[src/rtl/alu_sequencer_pkg.sv]
// Shared definitions for the calculator front-end sequencer: opcodes, FSM states, widths.
package alu_sequencer_pkg;

    localparam int DW_DEF  = 8;
    localparam int RW_DEF  = 16;
    localparam int NUM_OPS = 5;

    localparam logic [2:0] OP_ADD = 3'd0;
    localparam logic [2:0] OP_SUB = 3'd1;
    localparam logic [2:0] OP_MUL = 3'd2;
    localparam logic [2:0] OP_DIV = 3'd3;
    localparam logic [2:0] OP_EXP = 3'd4;

    // Bit positions inside the one-hot op vector
    localparam int IDX_DIV = 3;

    typedef enum logic [2:0] {
        S_IDLE = 3'd0,
        S_OPA  = 3'd1,
        S_OPB  = 3'd2,
        S_EXEC = 3'd3,
        S_DONE = 3'd4,
        S_ERR  = 3'd5
    } state_t;

endpackage

[src/rtl/alu_sequencer_op_decode.sv]
// Opcode to one-hot ALU strobe decode with a legality flag (codes 5..7 are illegal).
module alu_op_decode
    import alu_sequencer_pkg::*;
(
    input  logic [2:0]         op_code_i,
    output logic [NUM_OPS-1:0] onehot_o,
    output logic               legal_o
);

    always_comb begin
        onehot_o = '0;
        legal_o  = 1'b1;
        case (op_code_i)
            OP_ADD:  onehot_o = 5'b00001;
            OP_SUB:  onehot_o = 5'b00010;
            OP_MUL:  onehot_o = 5'b00100;
            OP_DIV:  onehot_o = 5'b01000;
            OP_EXP:  onehot_o = 5'b10000;
            default: legal_o  = 1'b0;
        endcase
    end

endmodule

[src/rtl/alu_sequencer.sv]
// Front-end controller for the 8-bit signed calculator ALU: operand/op capture,
// timed ALU strobing, result capture, chaining and error handling.
module alu_sequencer
    import alu_sequencer_pkg::*;
#(
    parameter int DW      = DW_DEF,
    parameter int RW      = RW_DEF,
    parameter int ALU_LAT = 2
) (
    input  logic          CLK,
    input  logic          RST_N,
    input  logic          KEY_VALID,
    input  logic [DW-1:0] KEY_DATA,
    input  logic          OP_VALID,
    input  logic [2:0]    OP_CODE,
    input  logic          EQUALS,
    input  logic          CLEAR,
    output logic [DW-1:0] ALU_A,
    output logic [DW-1:0] ALU_B,
    output logic          ALU_ADD,
    output logic          ALU_SUB,
    output logic          ALU_MUL,
    output logic          ALU_DIV,
    output logic          ALU_EXP,
    input  logic [RW-1:0] ALU_R,
    input  logic          ALU_OVF,
    output logic [RW-1:0] RESULT,
    output logic          RES_VALID,
    output logic          ERR,
    output logic          BUSY
);

    localparam int CW = (ALU_LAT > 1) ? $clog2(ALU_LAT) : 1;

    state_t               state_q, state_d;
    logic [DW-1:0]        a_q, a_d, b_q, b_d;
    logic [NUM_OPS-1:0]   op_q, op_d;
    logic                 bl_q, bl_d;
    logic [CW-1:0]        cnt_q, cnt_d;
    logic [RW-1:0]        result_q, result_d;
    logic                 rv_q, rv_d;

    logic [NUM_OPS-1:0]   dec_onehot;
    logic                 dec_legal;
    logic                 op_top, key_top;
    logic                 res_fits;
    logic [DW-1:0]        chain_a;

    alu_op_decode u_dec (
        .op_code_i (OP_CODE),
        .onehot_o  (dec_onehot),
        .legal_o   (dec_legal)
    );

    // Only the highest-priority entry strobe acts; the rest are dropped
    assign op_top  = OP_VALID & ~EQUALS;
    assign key_top = KEY_VALID & ~OP_VALID & ~EQUALS;

    // Result fits signed DW bits when its upper bits are pure sign extension
    assign res_fits = (&result_q[RW-1:DW-1]) | ~(|result_q[RW-1:DW-1]);
    assign chain_a  = op_q[IDX_DIV] ? ALU_R[RW-1 -: DW] : result_q[DW-1:0];

    always_comb begin
        state_d  = state_q;
        a_d      = a_q;
        b_d      = b_q;
        op_d     = op_q;
        bl_d     = bl_q;
        cnt_d    = cnt_q;
        result_d = result_q;
        rv_d     = 1'b0;
        if (CLEAR) begin
            state_d  = S_IDLE;
            a_d      = '0;
            b_d      = '0;
            op_d     = '0;
            bl_d     = 1'b0;
            cnt_d    = '0;
            result_d = '0;
        end else begin
            case (state_q)
                S_IDLE: if (key_top) begin
                    a_d     = KEY_DATA;
                    state_d = S_OPA;
                end
                S_OPA: begin
                    if (op_top) begin
                        if (dec_legal) begin
                            op_d    = dec_onehot;
                            bl_d    = 1'b0;
                            state_d = S_OPB;
                        end else begin
                            state_d = S_ERR;
                        end
                    end else if (key_top) begin
                        a_d = KEY_DATA;
                    end
                end
                S_OPB: begin
                    if (EQUALS) begin
                        if (bl_q) begin
                            cnt_d   = CW'(ALU_LAT - 1);
                            state_d = S_EXEC;
                        end
                    end else if (op_top) begin
                        if (dec_legal) op_d = dec_onehot;
                        else           state_d = S_ERR;
                    end else if (key_top) begin
                        b_d  = KEY_DATA;
                        bl_d = 1'b1;
                    end
                end
                S_EXEC: begin
                    if (cnt_q == '0) begin
                        if (ALU_OVF) begin
                            state_d = S_ERR;
                        end else begin
                            result_d = ALU_R;
                            rv_d     = 1'b1;
                            state_d  = S_DONE;
                        end
                    end else begin
                        cnt_d = cnt_q - CW'(1);
                    end
                end
                S_DONE: begin
                    if (op_top) begin
                        if (dec_legal && (op_q[IDX_DIV] || res_fits)) begin
                            a_d     = chain_a;
                            op_d    = dec_onehot;
                            bl_d    = 1'b0;
                            state_d = S_OPB;
                        end else begin
                            state_d = S_ERR;
                        end
                    end else if (key_top) begin
                        a_d     = KEY_DATA;
                        state_d = S_OPA;
                    end
                end
                S_ERR:   ;
                default: state_d = S_IDLE;
            endcase
            if (state_d == S_ERR) result_d = '0;
        end
    end

    always_ff @(posedge CLK or negedge RST_N) begin
        if (!RST_N) begin
            state_q  <= S_IDLE;
            a_q      <= '0;
            b_q      <= '0;
            op_q     <= '0;
            bl_q     <= 1'b0;
            cnt_q    <= '0;
            result_q <= '0;
            rv_q     <= 1'b0;
        end else begin
            state_q  <= state_d;
            a_q      <= a_d;
            b_q      <= b_d;
            op_q     <= op_d;
            bl_q     <= bl_d;
            cnt_q    <= cnt_d;
            result_q <= result_d;
            rv_q     <= rv_d;
        end
    end

    // Strobes derive from the state register so an async reset drops them at once
    assign {ALU_EXP, ALU_DIV, ALU_MUL, ALU_SUB, ALU_ADD} =
        (state_q == S_EXEC) ? op_q : '0;

    assign ALU_A     = a_q;
    assign ALU_B     = b_q;
    assign RESULT    = result_q;
    assign RES_VALID = rv_q;
    assign ERR       = (state_q == S_ERR);
    assign BUSY      = (state_q == S_EXEC);

endmodule

[config.mk]
export PLATFORM = sky130hd
export DESIGN_NAME = alu_sequencer
export DESIGN_NICKNAME = d
export VERILOG_FILES = /design/src/rtl/alu_sequencer_pkg.sv /design/src/rtl/alu_sequencer_op_decode.sv /design/src/rtl/alu_sequencer.sv
export SDC_FILE = /design/constraint.sdc
export NUM_CORES = 1
export LEC_CHECK = 0
export BUFFER_PORTS_ARGS = -buffer_cell sky130_fd_sc_hd__buf_2
export CAP_MARGIN = 0
export CORE_AREA = 2 2 71 73
export DETAILED_ROUTE_END_ITERATION = 10
export DIE_AREA = 0 0 73 75
export HOLD_SLACK_MARGIN = 0.02
export PLACE_DENSITY = 0.75
export REMOVE_ABC_BUFFERS = 1
export SETUP_SLACK_MARGIN = 0.3
export SYNTH_ARGS = -nofsm -noshare
export SYNTH_HDL_FRONTEND = slang
export SYNTH_HIERARCHICAL = 1
export SYNTH_SLANG_ARGS = --single-unit
[constraint.sdc]
create_clock -name CLK -period 2.68 [get_ports CLK]
set_input_delay 0.134 -clock CLK [delete_from_list [all_inputs] [get_ports CLK]]
set_output_delay 0.134 -clock CLK [all_outputs]
set_load 0.005 [all_outputs]
==> metrics.md <==
| Metric | Value |
|---|---|
| Number of global-route vias before repair | approximately 1,900 |
| Fin. Hold Viols | 0 |
| WS Path Type | reg2reg |
| Top cells by area, synth | dfrtp_1 (47%), a22o_1 (8.1%), mux2i_1 (4.0%) |
| Number of synthesized flops with an enable pin | 0 |
| I/O pin count | 74 |
| Synth Register Bits | 43 |
| Switching Fraction | roughly 26% |
| CTS Sinks | 43 |
| Place WS | about 0.43 ns |
| Post-Syn Area per Cell | around 10 µm² |
| Synth top area share | between 40% and 50% |
| Buf+Inv Stages, Crit Path | 1 |
| Max H-tree Level | 2 |
| CORE AREA | roughly 4700 µm² |
| First-pass GRT wire length | 8760 µm |
| Die height | between 70 and 80 µm |
| Achievable frequency | about 460 MHz |
| Worst hold path type | in2reg |
| Worst path required time | ~2.9 ns |
| R2r setup slk | about 0.51 ns |
| Final TNS setup | 0 ns |
| Drt pass-1 iters | 8 |
| Post-synth top area cell | dfrtp_1 |
| Gpl congestion | slightly below 1 |
| Max Transition Viols Final | 0 |
| Clock power share | between 30% and 40% |
| Dpl cells | roughly 340 |
| FFs w/ async S/R, synth | 100% |
| Largest net degree at the start of global routing | between 40 and 50 |
| Die W | approximately 73 µm |
| Crit-path max FO | 15 |
| Clk pin slew, worst setup/hold paths | 0.08 ns |
| RR Startpoint | state_q[0] |
| Wl on met1 | roughly 2400 µm |
| # DRC | 0 |
| Area taken by multi-input logic gates | approximately 1100 µm² |
| Final net count | 326 |
| Switching power | about 310 µW |
| Die area | roughly 5500 µm² |
| Peak VDD IR | around 200 µV |
| Max transition margin | between 30% and 40% |
| Synth Instances | 217 |
| Layout area overhead | 23.2% |
| Worst Slack Setup Final | 0.509 ns |
| Final Non-Filler Cells | between 300 and 400 |
| Reg-to-reg endpoint | RESULT[13] |
| Worst r2r path cells | 8 |
| Tot Pwr | 1.21 mW |
| Register area | ~1100 µm² |
| Sequential share of power | about 55% |
| Area after DPL | about 2700 µm² |
| CTS tree | done |
| Via Count | slightly above 2,000 |
| Finish-stage setup viols | 0 |
| Ys Warns | 6 |
| Share of cells above drive strength 1 | a little over a third |
| Vias per cell | slightly below 6 |
| Initial Util | about half |
| Port Buffers | between 70 and 80 |
| Ratio of final minimum period to clock period | 81.0% |
| N_diodes | 0 |
| Routed wire per std cell | about 17 µm |
| Least-Margin Pin Slew | between 0.9 and 1 ns |
| Critical Path Stages | 8 |
| Post-route cell area | roughly 2800 µm² |
| Grt ovf | 0 |
| Critical Path AT | between 2 and 2.5 ns |
| CP most frequent cell | nor2_1 |
| Top Family by Delay on Critical Path | compound AO/OA/AOI/OAI gates |
| Pwr dens | 432 nW/µm² |
| Ys flop type | dfrtp_1 |
| Half-perimeter wire length after placement | 4100 µm |
| Gr usage total | a little over a fifth |
| Leak | approximately 1.5 nW |
| WL met3 | 471 µm |
| Clock skew | between 0.004 and 0.005 ns |
| Post-Syn Area | around 2300 µm² |
| Site row count | 25 |
| Met2 wire length | ~2700 µm |
| Crit path from | state_q[0] |
| Seq/Total Area, Yosys | roughly 47% |
| Internal power | around 900 µW |
| Initial antenna violation count | 0 |
| Worst Setup End Kind | flop |
| CP startpoint kind | flop |
| MaxCap Viol Count | 0 |
| CP max-delay cell | dfrtp_1 |
| Logic pwr share | between 10% and 20% |
| Clk_lat worst skew | ~0.29 ns |
| Hold Startpoint | ALU_R[2] |
| Post-Route WL | between 5000 and 6000 µm |
| Crit-path cells | nor2_1 > nand3b_1 > o31ai_1 > nor2_1 > o21ai_0 > a31oi_4 > buf_12 > a22o_1 |
| Max Root-Sink Buffers | 2 |
| Num CTS Buffers | 5 |
| Final ANT Viol Nets | 0 |
| Status | finished, final reports clean |
| Post-synth cell types | 47 |
| Worst setup path endpoint | RESULT[13] |
| DR top layer | met4 |
| Slowest stage delay, CP | between 0.5 and 0.6 ns |
| Starting DRT DRC Count | between 100 and 150 |
| Hold_ws | 0.0568 ns |
| Clock root buffer | clkbuf_8 |
| RSZ-0062 raised after global routing | no |
| Fillers | a little under 400 |
| Fin util | about 60% |
| Final Critical Period | 2.17 ns |
## cells in the mapped netlist (2+ instances only)
| cell type | instances |
|---|---|
| mux2_2 | 8 |
| dfrtp_1 | 43 |
| clkbuf_1 | 5 |
| a21oi_1 | 5 |
| mux2i_1 | 9 |
| o31ai_1 | 3 |
| nor3b_1 | 5 |
| buf_6 | 2 |
| buf_2 | 3 |
| nand3b_1 | 2 |
| nand2b_1 | 3 |
| nor2_1 | 14 |
| o21ai_0 | 6 |
| a221oi_1 | 8 |
| nor3_1 | 6 |
| a22oi_1 | 2 |
| nor2b_1 | 3 |
| a22o_1 | 21 |
| nand2_1 | 9 |
| and2_1 | 3 |
| o22ai_1 | 10 |
| nand3_1 | 6 |
| and3_1 | 6 |
| inv_1 | 12 |
## logic make-up (layout without fill, tap and decap cells)
kind of cell | after synthesis | count (layout) | share of synthesized area [%]
simple gates | 65 | 65 | 16.1
mux | 17 | 17 | 7.93
buf+inv | 25 | 101 | 5.18
compound gates | 67 | 67 | 23.4
flops | 43 | 43 | 47.4
## timing repair
| action | CTS | global route |
|---|---|---|
| resized for setup | 0 | 2 |
| buffers inserted | 0 | 1 |
| hold buffers | 1 | 0 |
| endpoints found under the hold margin | 35 | 0 |
| endpoints found under the setup margin | 0 | 16 |
## worst min-delay path by stage
stage,endpoint,cells past startpoint
after global routing,RESULT[7],2
after global placement,ALU_A[6],1
after detailed placement,ALU_B[1],1
after CTS,RESULT[2],2
after floorplan,ALU_A[0],0
final,RESULT[2],2
## layer usage
| layer | vias to the layer above | GRT usage (%) |
|---|---|---|
| li1 | 961 | - |
| met1 | 977 | 27.6 |
| met2 | 112 | 32.6 |
| met3 | 17 | 4.95 |
| met4 | 0 | 9.26 |
| met5 | - | 0 |
## layout make-up
type,count,share of cell area (%)
Tap cell,54,2.42
Multi-Input combinational cell,149,38.7
Timing Repair Buffer,81,15.7
Inverter,12,1.61
Sequential cell,43,38.5
Clock inverter,2,0.447
Clock buffer,6,2.59
## placed cells by master, fill, tap and decap left out, types with 2 or more instances in the layout
cell type and instances:
nand2b_1 3, nor3_1 6, nor2b_1 3, dfrtp_1 42
and2_1 3, a221oi_1 8, inv_1 12, nand3b_1 2
o22ai_1 10, mux2i_1 9, nand3_1 6, buf_2 73
nand2_1 9, a21oi_1 5, a22o_1 21, clkbuf_8 5
mux2_2 8, and3_1 6, o31ai_1 3, a22oi_1 2
buf_4 6, nor2_1 14, nor3b_1 5, o21ai_0 6
## flip-flops by register name, summed over array words and instances, names as in the netlist
signal	count
op_q	5
ALU_B	8
bl_q	1
ALU_A	8
RESULT	16
RES_VALID	1
cnt_q	1
state_q	3
## worst reg2reg max path, cell delays in order, from the launching register on
cell and delay [ns]:
dfrtp_1 0.57, nor2_1 0.25, nand3b_1 0.10, o31ai_1 0.20, nor2_1 0.13, o21ai_0 0.32
a31oi_4 0.15, buf_12 0.17, a22o_1 0.19
## power by group through the flow
stage	registers [mW]	logic (mW)	clock network, mW
floorplan	0.679	0.0577	0
global placement	0.679	0.133	0
detailed placement	0.679	0.135	0
CTS	0.666	0.136	0.413
global route	0.668	0.156	0.431
finish	0.667	0.141	0.402
(Power assumes the default switching activity.)
